`src/rtl/fib_seq_engine.sv`:
```
// Multi-cycle Fibonacci engine: CHECK tests membership/index of a value, GEN produces F(n)
// with overflow detection, iterating one term per clock behind a start/done handshake.
module fib_seq_engine #(
  parameter int WIDTH = 8,
  parameter int IDXW  = 5
) (
  input  logic             clk,
  input  logic             rst_n,
  input  logic             start,
  input  logic             mode,
  input  logic [WIDTH-1:0] in,
  output logic             busy,
  output logic             done,
  output logic             is_fib,
  output logic [IDXW-1:0]  index,
  output logic [WIDTH-1:0] fib_out,
  output logic             ovf
);

  typedef enum logic [1:0] {S_IDLE, S_RUN, S_DONE} state_t;

  state_t           state, state_n;
  logic [WIDTH:0]   a, b, a_n, b_n, sum, tgt_x;
  logic [IDXW-1:0]  cnt, cnt_n, n_tgt, index_n;
  logic [WIDTH-1:0] tgt, fib_n;
  logic             md, ld, is_fib_n, ovf_n;

  // The extra top bit of a term is set exactly when it no longer fits in WIDTH bits.
  function automatic logic exceeds_max(input logic [WIDTH:0] v);
    return v[WIDTH];
  endfunction

  assign sum   = a + b;
  assign tgt_x = {1'b0, tgt};
  assign n_tgt = IDXW'(tgt);

  always_comb begin
    state_n  = state;
    a_n      = a;
    b_n      = b;
    cnt_n    = cnt;
    ld       = 1'b0;
    is_fib_n = is_fib;
    index_n  = index;
    fib_n    = fib_out;
    ovf_n    = ovf;
    case (state)
      S_IDLE: begin
        if (start) begin
          ld       = 1'b1;
          a_n      = '0;
          b_n      = {{WIDTH{1'b0}}, 1'b1};
          cnt_n    = '0;
          is_fib_n = 1'b0;
          index_n  = '0;
          fib_n    = '0;
          ovf_n    = 1'b0;
          state_n  = S_RUN;
        end
      end
      S_RUN: begin
        if (!md) begin
          if (a == tgt_x) begin
            is_fib_n = 1'b1;
            index_n  = cnt;
            state_n  = S_DONE;
          end else if (a > tgt_x) begin
            is_fib_n = 1'b0;
            index_n  = cnt;
            state_n  = S_DONE;
          end else begin
            a_n   = b;
            b_n   = sum;
            cnt_n = cnt + 1'b1;
          end
        end else begin
          // Overflow wins over an index match so a too-large F(n) never leaks out truncated.
          if (exceeds_max(a)) begin
            ovf_n   = 1'b1;
            fib_n   = '0;
            state_n = S_DONE;
          end else if (cnt == n_tgt) begin
            fib_n   = a[WIDTH-1:0];
            state_n = S_DONE;
          end else begin
            a_n   = b;
            b_n   = sum;
            cnt_n = cnt + 1'b1;
          end
        end
      end
      S_DONE:  state_n = S_IDLE;
      default: state_n = S_IDLE;
    endcase
  end

  always_ff @(posedge clk or negedge rst_n) begin
    if (!rst_n) begin
      state   <= S_IDLE;
      a       <= '0;
      b       <= '0;
      cnt     <= '0;
      busy    <= 1'b0;
      done    <= 1'b0;
      is_fib  <= 1'b0;
      index   <= '0;
      fib_out <= '0;
      ovf     <= 1'b0;
    end else begin
      state   <= state_n;
      a       <= a_n;
      b       <= b_n;
      cnt     <= cnt_n;
      busy    <= (state_n == S_RUN);
      done    <= (state_n == S_DONE);
      is_fib  <= is_fib_n;
      index   <= index_n;
      fib_out <= fib_n;
      ovf     <= ovf_n;
    end
  end

  // Request operands are plain data captured on acceptance; they need no reset.
  always_ff @(posedge clk) begin
    if (ld) begin
      tgt <= in;
      md  <= mode;
    end
  end

endmodule

```
`config.mk`:
```
export PLATFORM = sky130hd
export DESIGN_NAME = fib_seq_engine
export DESIGN_NICKNAME = d
export VERILOG_FILES = /design/src/rtl/fib_seq_engine.sv
export SDC_FILE = /design/constraint.sdc
export NUM_CORES = 1
export LEC_CHECK = 0
export BUFFER_PORTS_ARGS = -buffer_cell sky130_fd_sc_hd__buf_4
export CORE_ASPECT_RATIO = 1.4
export CORE_MARGIN = 5
export CORE_UTILIZATION = 50
export CTS_CLUSTER_SIZE = 30
export DETAILED_ROUTE_END_ITERATION = 8
export PLACE_DENSITY = 0.71
export SLEW_MARGIN = 20
export SYNTH_ARGS = -nofsm -noshare
export SYNTH_HDL_FRONTEND = slang
export SYNTH_SLANG_ARGS = --single-unit
```
`constraint.sdc`:
```
create_clock -name clk -period 5.6 [get_ports clk]
set_clock_uncertainty 0.15 [all_clocks]
set_input_delay 1.12 -clock clk [delete_from_list [all_inputs] [get_ports clk]]
set_output_delay 1.12 -clock clk [all_outputs]
set_load 0.05 [all_outputs]
```
# Yosys cells after proc, flatten, opt, wreduce, memory -nomap -nowiden

Index checks and enable logic that the tools add are counted.

Equality and inequality tests: 15
Muxes and demuxes: 47
Reductions and logical operators: 7
$add $sub $neg: 2
Order comparisons: 1

Operators by type and width:

| operator                                             | count |
|---|---|
| two-way mux 9 bit                                    | 12 |
| two-way mux 5 bit                                    | 9 |
| case mux 9 bit (2 select lines)                      | 2 |
| two-way mux 8 bit                                    | 4 |
| case mux 5 bit (2 select lines)                      | 2 |
| inequality test 3 bit (second input constant)        | 6 |
| case mux 8 bit (2 select lines)                      | 1 |
| AND reduction 4 bit                                  | 4 |
| two-way mux 2 bit                                    | 6 |
| adder 9 bit                                          | 1 |
| equality test 9 x 8 -> 1 bit                         | 1 |
| greater-than comparator 9 x 8 -> 1 bit               | 1 |
| two-way mux 1 bit                                    | 8 |
| inequality test 2 bit (second input constant)        | 4 |
| AND reduction 6 bit                                  | 1 |
| adder 5 x 1 -> 5 bit (second input constant)         | 1 |
| equality test 5 bit                                  | 1 |
| equality test 2 x 1 -> 1 bit (second input constant) | 2 |
| case mux 1 bit (2 select lines)                      | 2 |
| case mux 2 bit (2 select lines)                      | 1 |
| equality test 2 bit (second input constant)          | 1 |
| zero test 2 bit                                      | 1 |
| nonzero test 2 bit                                   | 1 |

Output and inout bits: 17
Input bits: 12
Bits in registers: 51
Logic and storage cells: 85

# Longest topological paths before layout

Gate-level depths: netlist of the first run.

Depth after elaboration: 6
Gate-level depth with buffers: 8
Depth with buffers taken out: 7

# Worst setup path before layout of the first run

OpenSTA, ideal clock, no wires.

Kind: register to register
Start point: register a[0]
End point: register b[8]
Clock period less this slack: 2.358 ns
Setup time: 0.087 ns
Slack: 3.242 ns
Arrival: 2.121 ns
Buffers on the path: 0
Required time: 5.363 ns
Cell stages (with the launch flop): 8
Cell sequence: dfrtp_1 > ha_1 > fa_1 > a21oi_1 > o2111ai_1 > and3_2 > or4b_1 > o211ai_1

Longest elaborated chain between the ends: 5
Elaborated cells on any way between the ends: 12
Classes of those cells: 1 x add/sub; 1 x order compare; 3 x eq/ne; 6 x mux; 1 x reduce/logical

Ends and longest elaborated chain:

| item                                 | line   | text |
|---|---|---|
| start: declaration                   | 23     | `logic [WIDTH:0] a, b, a_n, b_n, sum, tgt_x;` |
| start signal: assignment             | 111    | `a <= a_n;` |
| adder 9 bit                          | 33     | `assign sum = a + b;` |
| two-way mux 9 bit (on tied branches) | 67, 82 |  |
| two-way mux 9 bit (on tied branches) | 63, 78 |  |
| two-way mux 9 bit                    | 62     | `if (!md) begin` |
| case mux 9 bit (2 select lines)      | 47     | `case (state)` |
| end signal: assignment               | 112    | `b <= b_n;` |
| end: declaration                     | 23     |  |

Parallel ways exist; a longest one is shown, timed or not. The select of a mux whose other input is x is not followed.
A chain may end at the register's enable or synchronous reset.

# Final worst setup path of the first run

Start point: register tgt[2]
End point: register b[7]

Longest elaborated chain between the ends: 3
Elaborated cells on any way between the ends: 7
Classes of those cells: 1 x order compare; 5 x eq/ne; 1 x reduce/logical

Ends and longest elaborated chain:

| item                                                           | line | text |
|---|---|---|
| start: declaration                                             | 25   | `logic [WIDTH-1:0] tgt, fib_n;` |
| start signal: assignment                                       | 126  | `tgt <= in;` |
| greater-than comparator 9 x 8 -> 1 bit (tied with other cells) | 67   | `end else if (a > tgt_x) begin` |
| inequality test 3 bit (no line)                                | --   |  |
| AND reduction 6 bit (no line) (*)                              | --   |  |

Mark *: on every way between the ends. The rest lies on a longest branch, timed or not.

==> results.md, run 1 <==
Synth:
- Yosys mapped a number of flops with a built-in enable equal to 9.
- The most common cell in the synthesized netlist is dfrtp_1.
- dfrtp_1 takes more of the synthesized area than any other cell.
- The number of distinct library cell variants in the gate-level netlist after synthesis is 54.
- Multiplexer cells account for between 5 and 6% of the synthesized area.
- After synthesis, the share of flip-flops with an asynchronous set or reset is 82.4%.
- Synthesis inferred between 50 and 60 register bits.
- The most frequently used flop master after synthesis is dfrtp_1.
- After technology mapping, the gate count stands at ~270.
- After Yosys synthesis, and, or, nand and nor cells account for 13.3% of the synthesized area.
- The fraction of synthesized cell area in xor and xnor cells is 3.38%.
- The top cell type's share of synthesized area is ~37%.
- Of the total synthesized cell area, the portion taken by full adders, half adders and majority gates is 8.27%.
- Sorting the synthesized cells by area gives the leading types as dfrtp_1, edfxtp_1, ha_1.
- The synthesized area divided by synthesized cell count is 10.3 µm².
- Sequential cells were found to cover ~47% of the synthesized design area.
- The net count after synthesis is between 300 and 400.
- The area of the mapped netlist is ~2800 µm².
- During synthesis, Yosys emitted a total of 0 warnings.
- Summing the areas of all compound-gate instances in the mapped netlist gives 17.3% of the synthesized area.
- Ranked by instance count, the synthesized netlist is headed by dfrtp_1, nand2_1, inv_1.
- After synthesis, the largest family of logic cells by area is compound AO/OA/AOI/OAI gates.

STA:
- The total of endpoints with negative setup slack in the final report is 0.
- Setup repair after global routing left no endpoint under its margin.
- The final critical-path setup slack is 2.96 ns.
- The worst slew margin relative to its limit is between 40 and 50%.
- After routing, the total negative slack on setup checks comes to 0 ns.
- The number of hold-slack violations in the final timing report is 0.
- The count of pins over their slew limit is 0.
- At the pin with the least slew margin, the transition time is roughly 0.83 ns.
- The share of the clock period used by the worst path after layout is 47.2%.
- The upper clock frequency limit is between 0.3 and 0.4 GHz.
- The minimum period implied by the final worst setup slack is 2.64 ns.

Placement:
- The port buffer count is 28.
- The routability-driven placement congestion ratio is about 0.9.
- Once placement finished, the instance area stood at 3080 µm².
- The worst slack at placement is 2.78 ns.
- The half-perimeter wire length after detailed placement is 4.56 mm.

Floorplan:
- The core region is 5490 µm².
- The floorplan step defined a die boundary enclosing a little over 7000 µm².
- The count of pins on the block boundary is 29.
- The initial utilization of the core area, before any placement, comes to approximately 51%.
- The height of the die is 98.8 µm.
- In this run the horizontal extent of the chip is approximately 73 µm.
- After floorplanning, the core was divided into 32 placement rows.

Setup path:
- Data arrives at the worst endpoint at between 2 and 3 ns.
- The critical path endpoint category is a register.
- The endpoint required time on the critical path is 5.65 ns.
- The worst setup path is launched from a register.
- The highest fanout seen on the critical path is 17.
- The kind of critical path is register to register.

Clock tree:
- The total CTS buffers is 5.
- The total of hold buffers inserted after clock tree synthesis is 0.
- The clock-pin slew reported for the worst setup and hold paths after clock tree synthesis is 0.09 ns.
- The count of cells resized by post-cts repair is 0.
- TritonCTS built the clock tree.
- The number of H-tree levels is 2.
- The clock net in this run drives a total of 51 sinks.
- The cell sitting at the root of the clock tree is a clkbuf_8.
- The clock passes through at most 2 buffers.
- The buffer count from post-CTS setup fixing is 0.
- The clock latency at the later pin of the worst-skew pair is approximately 0.3 ns.

Global routing:
- The number of antenna violations at the first check in global routing came to 0.
- The global-route usage over all layers is ~18%.
- Entering global routing, the biggest net connects 43 pins.
- The first global-routing pass estimated 10.2 mm of wire.
- Global routing finished with a remaining overflow of 0.
- The via count of the first global-routing pass is 2191.

Power:
- Dividing total power by cell area gives a power density of ~630 nW/µm².
- The highest ir drop seen on vdd is 0.248 mV.
- For this design the static power due to leakage is 1.50 nW.

Min path:
- The worst hold path belongs to the class register to register.

Layout:
- For this run, the post-layout net count is 332.
- The area added between synthesis and finish is 13.5%.
- 0 antenna diodes ended up in the layout.
- Summing all non-filler instances in the final layout gives an area of 3190 µm².
- The post-route netlist has around 17% of its cells at a drive strength greater than 1.

Drt:
- The final route contains 2171 vias.
- The vias per cell is 5.85.
- After detailed routing, the average wire length per cell comes to 16.7 µm.
- The first TritonRoute pass finished after 6 iterations.
- Wires add up to roughly 6.2 mm.
- For this run, design rule violations remaining after detail routing come to 0.
- The number of antenna-violating nets in the routed design is 0.
- The first routing iteration left 131 violations.

Flow run:
- Across the run, the number of max-cap violations was 0.

Run status:
- The flow ran to the end, and the final reports show no timing, DRC or antenna violations.
## stage by stage
stage          power (mW)  cells  util [%]  hold WS [ns]
2_1_floorplan        1.48    273         -         0.341
3_3_place_gp         1.74    363      56.2         0.323
3_5_place_dp         1.77    363      56.2         0.326
4_1_cts              2.02    371      58.1         0.347
5_1_grt              2.17    371      58.2         0.378
6_report             2.02    371      58.2         0.340
## layer usage
metal | vias to the layer above | global-route usage [%] | part of all wire (%)
met5 | - | 0 | 0
met4 | 0 | 7.39 | 2.6
met3 | 18 | 2.86 | 5.7
met2 | 67 | 30.1 | 50
met1 | 1042 | 22.3 | 41
li1 | 1044 | - | -
## report_power, final
group	total [mW]	internal, mW	switching (mW)
clock network	0.251	0.134	0.117
registers	0.653	0.521	0.132
logic	1.11	0.399	0.714
total	2.02	1.05	0.964
## worst max-delay path, cell delays in order, from the launching register on
cell and delay [ns]:
edfxtp_1 0.44, inv_1 0.13, ha_1 0.27, a211oi_2 0.26
o221ai_2 0.19, a211oi_4 0.70, a21oi_1 0.16, a31o_2 0.25
## flip-flops by register name (all words and copies together), names as in the netlist
name / count
a: 9
b: 9
fib_out: 8
tgt: 8
cnt: 5
index: 5
state: 2
busy: 1
done: 1
is_fib: 1
md: 1
ovf: 1
## cell type report
| type | instances | area, µm² |
|---|---|---|
| sequential | 51 | 1320 |
| clock buffer | 7 | 76.3 |
| inverter | 29 | 109 |
| clock inverter | 1 | 30.0 |
| timing repair buffer | 29 | 218 |
| tap | 68 | 85.1 |
| fill | 489 | 2290 |
| multi-input combinational | 186 | 1360 |
## worst paths after layout
kind                                  startpoint                 end  slack, ns  cells after the start
min in group asynchronous                  rst_n  state[1]$_DFF_PN0_       0.65                      1
worst max register to register  tgt[2]$_DFFE_PP_    b[7]$_DFFE_PN0P_       2.96                      7
worst max-delay path            tgt[2]$_DFFE_PP_    b[7]$_DFFE_PN0P_       2.96                      7
worst min-delay path             ovf$_DFFE_PN0P_     ovf$_DFFE_PN0P_       0.34                      2
worst min register to register   ovf$_DFFE_PN0P_     ovf$_DFFE_PN0P_       0.34                      2
max in group asynchronous                  rst_n  state[0]$_DFF_PN0_       4.27                      1
## kinds of logic (layout without fill, tap and decap cells)
logic type,after synthesis,count (layout)
DFF,51,51
muxes,16,16
buffers and inverters,36,66
and+or+nand+nor,76,76
AOI/OAI and AO/OA,66,66
adders and majority gates,18,18
xor gates and xnor gates,10,10
## placed cells by master (no fill, tap or decap), types with 4 or more instances in the layout
master,n
dfrtp_1,42
edfxtp_1,9
xnor2_1,5
a21oi_1,9
nor2_1,7
inv_1,28
clkbuf_8,5
o2bb2ai_1,5
xor2_1,4
o21ai_0,17
nand2_1,34
ha_1,17
nand3_1,19
nor3_1,5
buf_4,29
a22oi_1,5
mux2i_1,16
No activity file was read; power rests on OpenSTA's default activity.
==> run 2, diff against run 1 <==
- PLACE_DENSITY: 0.71 -> 0.74
- clock period: 5.6 -> 2.2 ns (I/O delays scaled with it)
==> run 2 against run 1 <==
  * The flow now finishes with violations (setup timing)
  * Via count increased by 13%
  * Global-route usage increased by 3.1 points
  * Register-to-register slack got worse by 3.1 ns
  * Cell count increased by 12%
  * Combinational power increased to 3.7 times the previous value
  * Total power increased to 3.2 times the previous value
  * Sequential share of layout area decreased by 6.9 points
==> results.md, run 2 (synthesis gave the netlist of run 1 again) <==
STA:
- The worst path in the final design needs a cycle of 2.36 ns, including I/O delays and setup.
- The slew at the pin closest to its max-slew limit is 0.607 ns.
- The upper clock frequency limit is 0.423 GHz.
- After layout, the worst setup slack is -0.163 ns.
- In the finished design, the share of the clock period the worst path needs comes to 107%.
- The total of endpoints with negative setup slack in the final report is 22.
- Setup repair after global routing could not meet its margin everywhere.
- The count of pins over their slew limit is 0.
- The final worst hold slack is 0.153 ns.
- The number of hold-slack violations in the final timing report is 0.
- Measured against its own limit, the worst slew margin works out to 59.4%.

Floorplan:
- For this configuration, the core starts out at a cell density of 51.3%.
- The die span in x is 73.4 µm.
- The count of pins on the block boundary is 29.
- The die area is 7250 µm².
- The total core area is 5490 µm².
- The height of the die is approximately 99 µm.
- The site row count is 32.

Layout:
- The core occupancy in the finished layout is 70.0%.
- After the last flow step, the layout net total stands at 378.
- In the layout the commonest cells are buf_4, dfrtp_1, nand2_1, inv_1.
- The fraction of layout instances using a drive strength above 1 is 36.1%.
- The number of antenna diodes in the final layout is 0.
- The most common library cell in the layout ignoring fill and taps is buf_4.
- In the final layout, the registers with the most flip-flops are a (9), b (9).
- The number of cells in the finished layout apart from fillers is 417.
- The area added between synthesis and finish is 36.4%.

Drt:
- The number of antenna-violating nets in the routed design is 0.
- The initial DRC count is 170.
- The number of remaining DRC errors is 0.
- The final route contains 2453 vias.
- The average wire length per cell after detail routing is 17.7 µm.
- The routed wire length is roughly 7.4 mm.
- Before antenna repair, the detailed router went through 4 iterations.
- The vias per cell is ~6.

Clock tree:
- The clock reaches the later pin of the worst-skew pair after 0.31 ns.
- The clock-pin slew reported for the worst setup and hold paths after clock tree synthesis is 0.09 ns.
- The number of clock sinks is 51.
- The number of buffers on the longest clock path is 2.
- The total CTS buffers is 5.
- The root buffer cell is clkbuf_8.
- TritonCTS built the clock tree.
- The H-tree was split into 2 levels.

Flow run:
- Max-cap violations in this run came to 0.

Power:
- Power comes to 6.50 mW.
- In this run the static leakage power is 1.76 nW.
- The power density normalized to cell area is 1690 nW/µm².
- Across the VDD grid, the largest voltage drop is 0.702 mV.

Run status:
- The run finished, with violations left.
- The final reports fail on setup timing.

Global routing:
- The total overflow left after global routing is 0.
- The global-route usage over all layers is 20.9%.
- The via count of the first global-routing pass came to 2490.
- Entering global routing, the biggest net connects 43 pins.
- The number of antenna violations at the first check in global routing came to 0.
- The first global-routing pass estimated 11.7 mm of wire.

Min path:
- The number of instances on the worst hold path is 1.
- The classification of the worst-slack hold path is input pin to register.
- The worst hold path terminates at tgt[6]$_DFFE_PP_.
- The startpoint of the lowest-slack hold path is in[6].

Setup path:
- The slowest stage of the critical path belongs to the cell or4b_4.
- Walking the worst path, the cells encountered are ha_2 > fa_2 > a21oi_2 > o2111ai_2 > and3_4 > or4b_4 > o211ai_1.
- The minimum setup slack among reg-to-reg paths is -0.16 ns.
- The worst setup path is captured at a register.
- For the worst setup path, the data required time is 2.28 ns.
- The number of cells traversed by the worst register-to-register path is 7.
- The critical path is of the register to register type.
- The worst setup path is launched from a register.
- The endpoint of the worst-slack reg-to-reg timing path is b[8]$_DFFE_PN0P_.
- The highest fanout seen on the critical path is 3.
- The startpoint of the lowest-slack register-to-register path is a[0]$_DFFE_PN0P_.
- The delay of the slowest cell on the worst path is 0.52 ns.
- The arrival time at the worst endpoint is 2.44 ns.

Placement:
- Including well taps, the total number of placed cells is 400.
- The routability-driven placement congestion ratio is 0.902.
- The wire-length estimate of the detail-placed layout is approximately 5.2 mm.
- During placement, the flow inserted port buffers numbering 28.
run 2: cell types whose count changed in the layout (fill, tap and decap cells not counted), moves of 3 or more:
cell,delta
ha_1,-4
buf_4,+38
o21ai_1,+3
inv_1,-3
nand3_1,-3
o21ai_0,-4
ha_4,+3
buf_6,+5
inv_2,+3
run 2: layer usage:
layer | vias up | GRT usage [%] | share of wire [%]
met5 | - | 0 | 0
met4 | 0 | 10.5 | 3.8
met3 | 22 | 2.96 | 5.1
met2 | 83 | 36.5 | 53
met1 | 1215 | 24.5 | 38
li1 | 1133 | - | -
run 2: layout make-up:
| cell class | count | area (µm²) |
|---|---|---|
| well taps | 68 | 85.1 |
| repair buffers | 75 | 609 |
| fillers | 385 | 1650 |
| inverters | 29 | 109 |
| flip-flops and latches | 51 | 1320 |
| multi-input cells | 186 | 1580 |
| clock buffers | 6 | 72.6 |
| clock inverters | 2 | 60.1 |
run 2: report_power, final:
| group | internal, mW | switching (mW) |
|---|---|---|
| Combinational | 1.80 | 2.27 |
| Clock | 0.455 | 0.321 |
| Sequential | 1.33 | 0.331 |
run 2: through the flow:
stage	setup WS, ns	TNS [ns]	instance area (µm²)
final	-0.163	-2.00	3840
after floorplan	-0.0714	-0.0714	2850
after detailed placement	-0.146	-2.36	3410
after global placement	-0.0835	-0.543	3410
after CTS	-0.147	-1.46	3640
after global routing	-0.261	-4.10	3840
run 2: what timing repair did:
item                                    4_1_cts  5_1_grt
endpoints found under the hold margin        42        0
pin swaps                                     4        7
endpoints found under the setup margin       28       36
gates cloned                                  0        0
resized for setup                            15       30
buffers inserted                              3        5
hold buffers                                  1        0
run 2: how the worst max path moves through the flow:
stage | from | endpoint | slack [ns] | cells past startpoint
floorplan | tgt[2]$_DFFE_PP_ | b[8]$_DFFE_PN0P_ | -0.07 | 7
global placement | a[0]$_DFFE_PN0P_ | b[8]$_DFFE_PN0P_ | -0.08 | 7
detailed placement | tgt[3]$_DFFE_PP_ | cnt[4]$_DFFE_PN0P_ | -0.15 | 8
CTS | a[0]$_DFFE_PN0P_ | b[8]$_DFFE_PN0P_ | -0.15 | 7
global route | a[0]$_DFFE_PN0P_ | b[8]$_DFFE_PN0P_ | -0.26 | 7
finish | a[0]$_DFFE_PN0P_ | b[8]$_DFFE_PN0P_ | -0.16 | 7
run 2: critical path: cells and delay by family, from the launching register on:
family,cells,cell delay (ns)
AND/OR/NAND/NOR,2,0.73
adder cells (fa/ha/maj),2,0.56
AO/OA/AOI/OAI,3,0.43
flip-flops,1,0.41
==> run 3, diff against run 2 <==
--- a/config.mk
+++ b/config.mk
@@ -7,10 +7,10 @@
 export LEC_CHECK = 0
 export BUFFER_PORTS_ARGS = -buffer_cell sky130_fd_sc_hd__buf_4
-export CORE_ASPECT_RATIO = 1.4
+export CORE_ASPECT_RATIO = 1.2
 export CORE_MARGIN = 5
-export CORE_UTILIZATION = 50
+export CORE_UTILIZATION = 53
 export CTS_CLUSTER_SIZE = 30
 export DETAILED_ROUTE_END_ITERATION = 8
-export PLACE_DENSITY = 0.74
+export PLACE_DENSITY = 0.78
 export SLEW_MARGIN = 20
 export SYNTH_ARGS = -nofsm -noshare
==> constraint.sdc (replaced) <==
create_clock -name clk -period 2.2 [get_ports clk]
set_clock_uncertainty 0.15 [all_clocks]
set_input_delay 0.66 -clock clk [delete_from_list [all_inputs] [get_ports clk]]
set_output_delay 0.66 -clock clk [all_outputs]
set_load 0.05 [all_outputs]
==> run 3 against run 2 <==
  * The flow still finishes with violations (setup timing)
  * Total power up 1.1%
  * Hold slack better by 0.022 ns
  * Global-route usage down 0.25 points
  * Combinational power up 4%
  * Clock power down 12%
  * Via count up 1.9%
  * Utilization up 3.5 points
  * Setup slack worse by 0.011 ns
  * Critical path depth unchanged
  * Flip-flop and latch count unchanged
  * Register-to-register slack about the same
  * Largest power group unchanged
==> results.md, run 3 (synthesis gave the netlist of run 1 again) <==
Layout:
- The largest registers in the layout are a (9), b (9).
- The area occupied by registers is 1320 µm².
- The area of the multi-input gates is ~1600 µm².
- The number of cells in the finished layout apart from fillers is 409.
- The net count of the finished layout is 376.
- The most common library cell in the layout ignoring fill and taps is buf_4.
- The number of antenna diodes in the final layout is 0.
- In the layout the commonest cells are buf_4, dfrtp_1, nand2_1, inv_1, mux2i_1.
- The post-route netlist has around 41% of its cells at a drive strength greater than 1.
- Counting the fill cells in the layout gives roughly 340.
- The area added between synthesis and finish is 36.4%.

STA:
- The final critical-path setup slack is -0.174 ns.
- The upper clock frequency limit is 0.421 GHz.
- The count of pins over their slew limit is 0.
- The number of hold-slack violations in the final timing report is 0.
- The total of endpoints with negative setup slack in the final report is 21.
- After layout, the minimum clock period comes to 2.37 ns.
- The share of the clock period used by the worst path after layout is 108%.
- Setup repair after global routing could not meet its margin everywhere.
- The slew at the pin closest to its max-slew limit is about 0.64 ns.
- The worst slew margin relative to its limit is a little under three fifths.

Floorplan:
- The starting density of the core is 53.9%.
- The count of pins on the block boundary is 29.
- The die is 76.5 µm wide.
- The height of the die is 89.8 µm.
- The core region is around 5200 µm².
- The floorplan has 29 rows.
- The die area is just under 7000 µm².

Global routing:
- The via count of the first global-routing pass came to roughly 2400.
- The number of antenna violations at the first check in global routing is 0.
- The first global-routing pass estimated around 12 mm of wire.
- The total overflow left after global routing is 0.
- Global routing consumed, over all layers together, 20.7% of the routing resources.
- Entering global routing, the biggest net connects 43 pins.

Clock tree:
- The clock passes through at most 2 buffers.
- Clock tree synthesis found a total of 51 sinks.
- The number of H-tree levels is 2.
- TritonCTS built the clock tree.
- The total of hold buffers inserted after clock tree synthesis is 0.
- After clock tree synthesis, the clock-pin slew on the worst setup and hold paths is 0.09 ns.
- Clock tree synthesis inserted a total of 5 buffers.
- For the worst-skew pair, the clock arrives at the later sink with an insertion delay of 0.31 ns.
- Clock tree synthesis selected as its root buffer the cell clkbuf_8.

Setup path:
- At the worst endpoint, the required time is between 2 and 2.5 ns.
- The number of cells traversed by the worst register-to-register path is 7.
- The startpoint of the lowest-slack register-to-register path is a[0]$_DFFE_PN0P_.
- The arrival time at the worst endpoint is 2.46 ns.
- The endpoint identified for the worst register-to-register timing path is b[8]$_DFFE_PN0P_.
- Along the worst path, the maximum fanout reaches 3.
- The worst setup path is launched from a register.
- The worst setup path is of the register to register kind.
- The worst setup path is captured at a register.
- For flop-to-flop paths, the worst setup slack is -0.17 ns.

Power:
- The power density normalized to cell area is 1710 nW/µm².
- IR analysis of the VDD net gives a maximum drop of 0.767 mV.
- In this run the static leakage power is approximately 1.8 nW.
- The power consumption is 6.58 mW.

Min path:
- The classification of the worst-slack hold path is input pin to asynchronous set/reset pin.

Run status:
- The flow ran to the end, but the final reports show violations.
- The final reports fail on setup timing.

Drt:
- For this run, the detailed router's first-pass iteration total came to 5.
- The average wire length per cell after detail routing is 18.3 µm.
- For this block, the initial DRC count from the detailed router was roughly 190.
- Using the TritonRoute via totals, the vias-per-cell ratio works out to 6.11.
- In this run the remaining antenna-violating nets after routing total 0.
- The routed wire length is 7.50 mm.
- After detailed routing, the number of remaining DRC violations is 0.
- The count of vias placed by the detailed router is 2500.

Flow run:
- The max capacitance violation total is 0.

Placement:
- The half-perimeter wire length after detailed placement is 4.89 mm.
- The worst slack at placement is -0.149 ns.
- In this run, placement finished with an instance count of 389.
- The congestion estimate from routability-driven global placement came to 0.913.
- The port buffer count is 28.
==> run 3: cell types whose count changed in the layout (fill, tap and decap cells not counted), sizes merged <==
cell         before  now
buf              74   73
bufinv            2    1
clkinv            1    2
dlygate4sd3       1    0
==> run 3: power by group <==
part	switching (mW)	leakage, nW	internal, mW
clock	0.314	0.0612	0.368
sequential	0.337	0.629	1.33
combinational	2.40	1.07	1.83
total	3.05	1.76	3.53
==> run 3: repair_timing <==
item | CTS | global route
hold endpoints to repair | 0 | 0
gates resized for setup | 32 | 36
buffers inserted | 9 | 3
pin swaps | 11 | 31
setup endpoints to repair | 20 | 38
==> run 3: how the worst max path moves through the flow <==
stage,from,endpoint,depth (start not counted)
floorplan,tgt[2]$_DFFE_PP_,b[8]$_DFFE_PN0P_,7
global placement,a[0]$_DFFE_PN0P_,b[8]$_DFFE_PN0P_,7
detailed placement,b[0]$_DFFE_PN0P_,b[8]$_DFFE_PN0P_,7
CTS,a[0]$_DFFE_PN0P_,b[8]$_DFFE_PN0P_,7
global route,a[4]$_DFFE_PN0P_,b[7]$_DFFE_PN0P_,6
finish,a[0]$_DFFE_PN0P_,b[8]$_DFFE_PN0P_,7
==> run 3: through the flow <==
stage	utilization, %	area [µm²]	hold slack [ns]	TNS, ns
floorplan	-	2850	0.214	-0.0714
global placement	64.4	3360	0.323	-0.314
detailed placement	64.4	3360	0.343	-1.35
CTS	69.6	3640	0.200	-0.438
global route	73.4	3840	0.224	-3.19
finish	73.4	3840	0.175	-1.45
==> run 3: critical path, cell delays in order (launching register included) <==
cell and delay (ns):
dfrtp_1 0.43, ha_4 0.19, fa_2 0.34, a21oi_2 0.19
o2111ai_2 0.16, and3_4 0.22, or4b_4 0.52, o211ai_1 0.10
==> run 3: area by class of cell <==
cell class / instances / share of cell area [%]
Timing Repair Buffer: 73 / 15.3
Sequential cell: 51 / 34.5
Tap cell: 62 / 2.02
Clock buffer: 6 / 2.15
Multi-Input combinational cell: 186 / 42.3
Clock inverter: 2 / 0.913
Inverter: 29 / 2.84
==> run 3: per-layer routing <==
layer  GRT usage, %  share of wire (%)  vias to the layer above
met5              0                  0                        -
met4           8.31                3.5                        0
met3           4.80                7.4                       28
met2           33.7                 50                      132
met1           26.4                 40                     1207
li1               -                  -                     1133
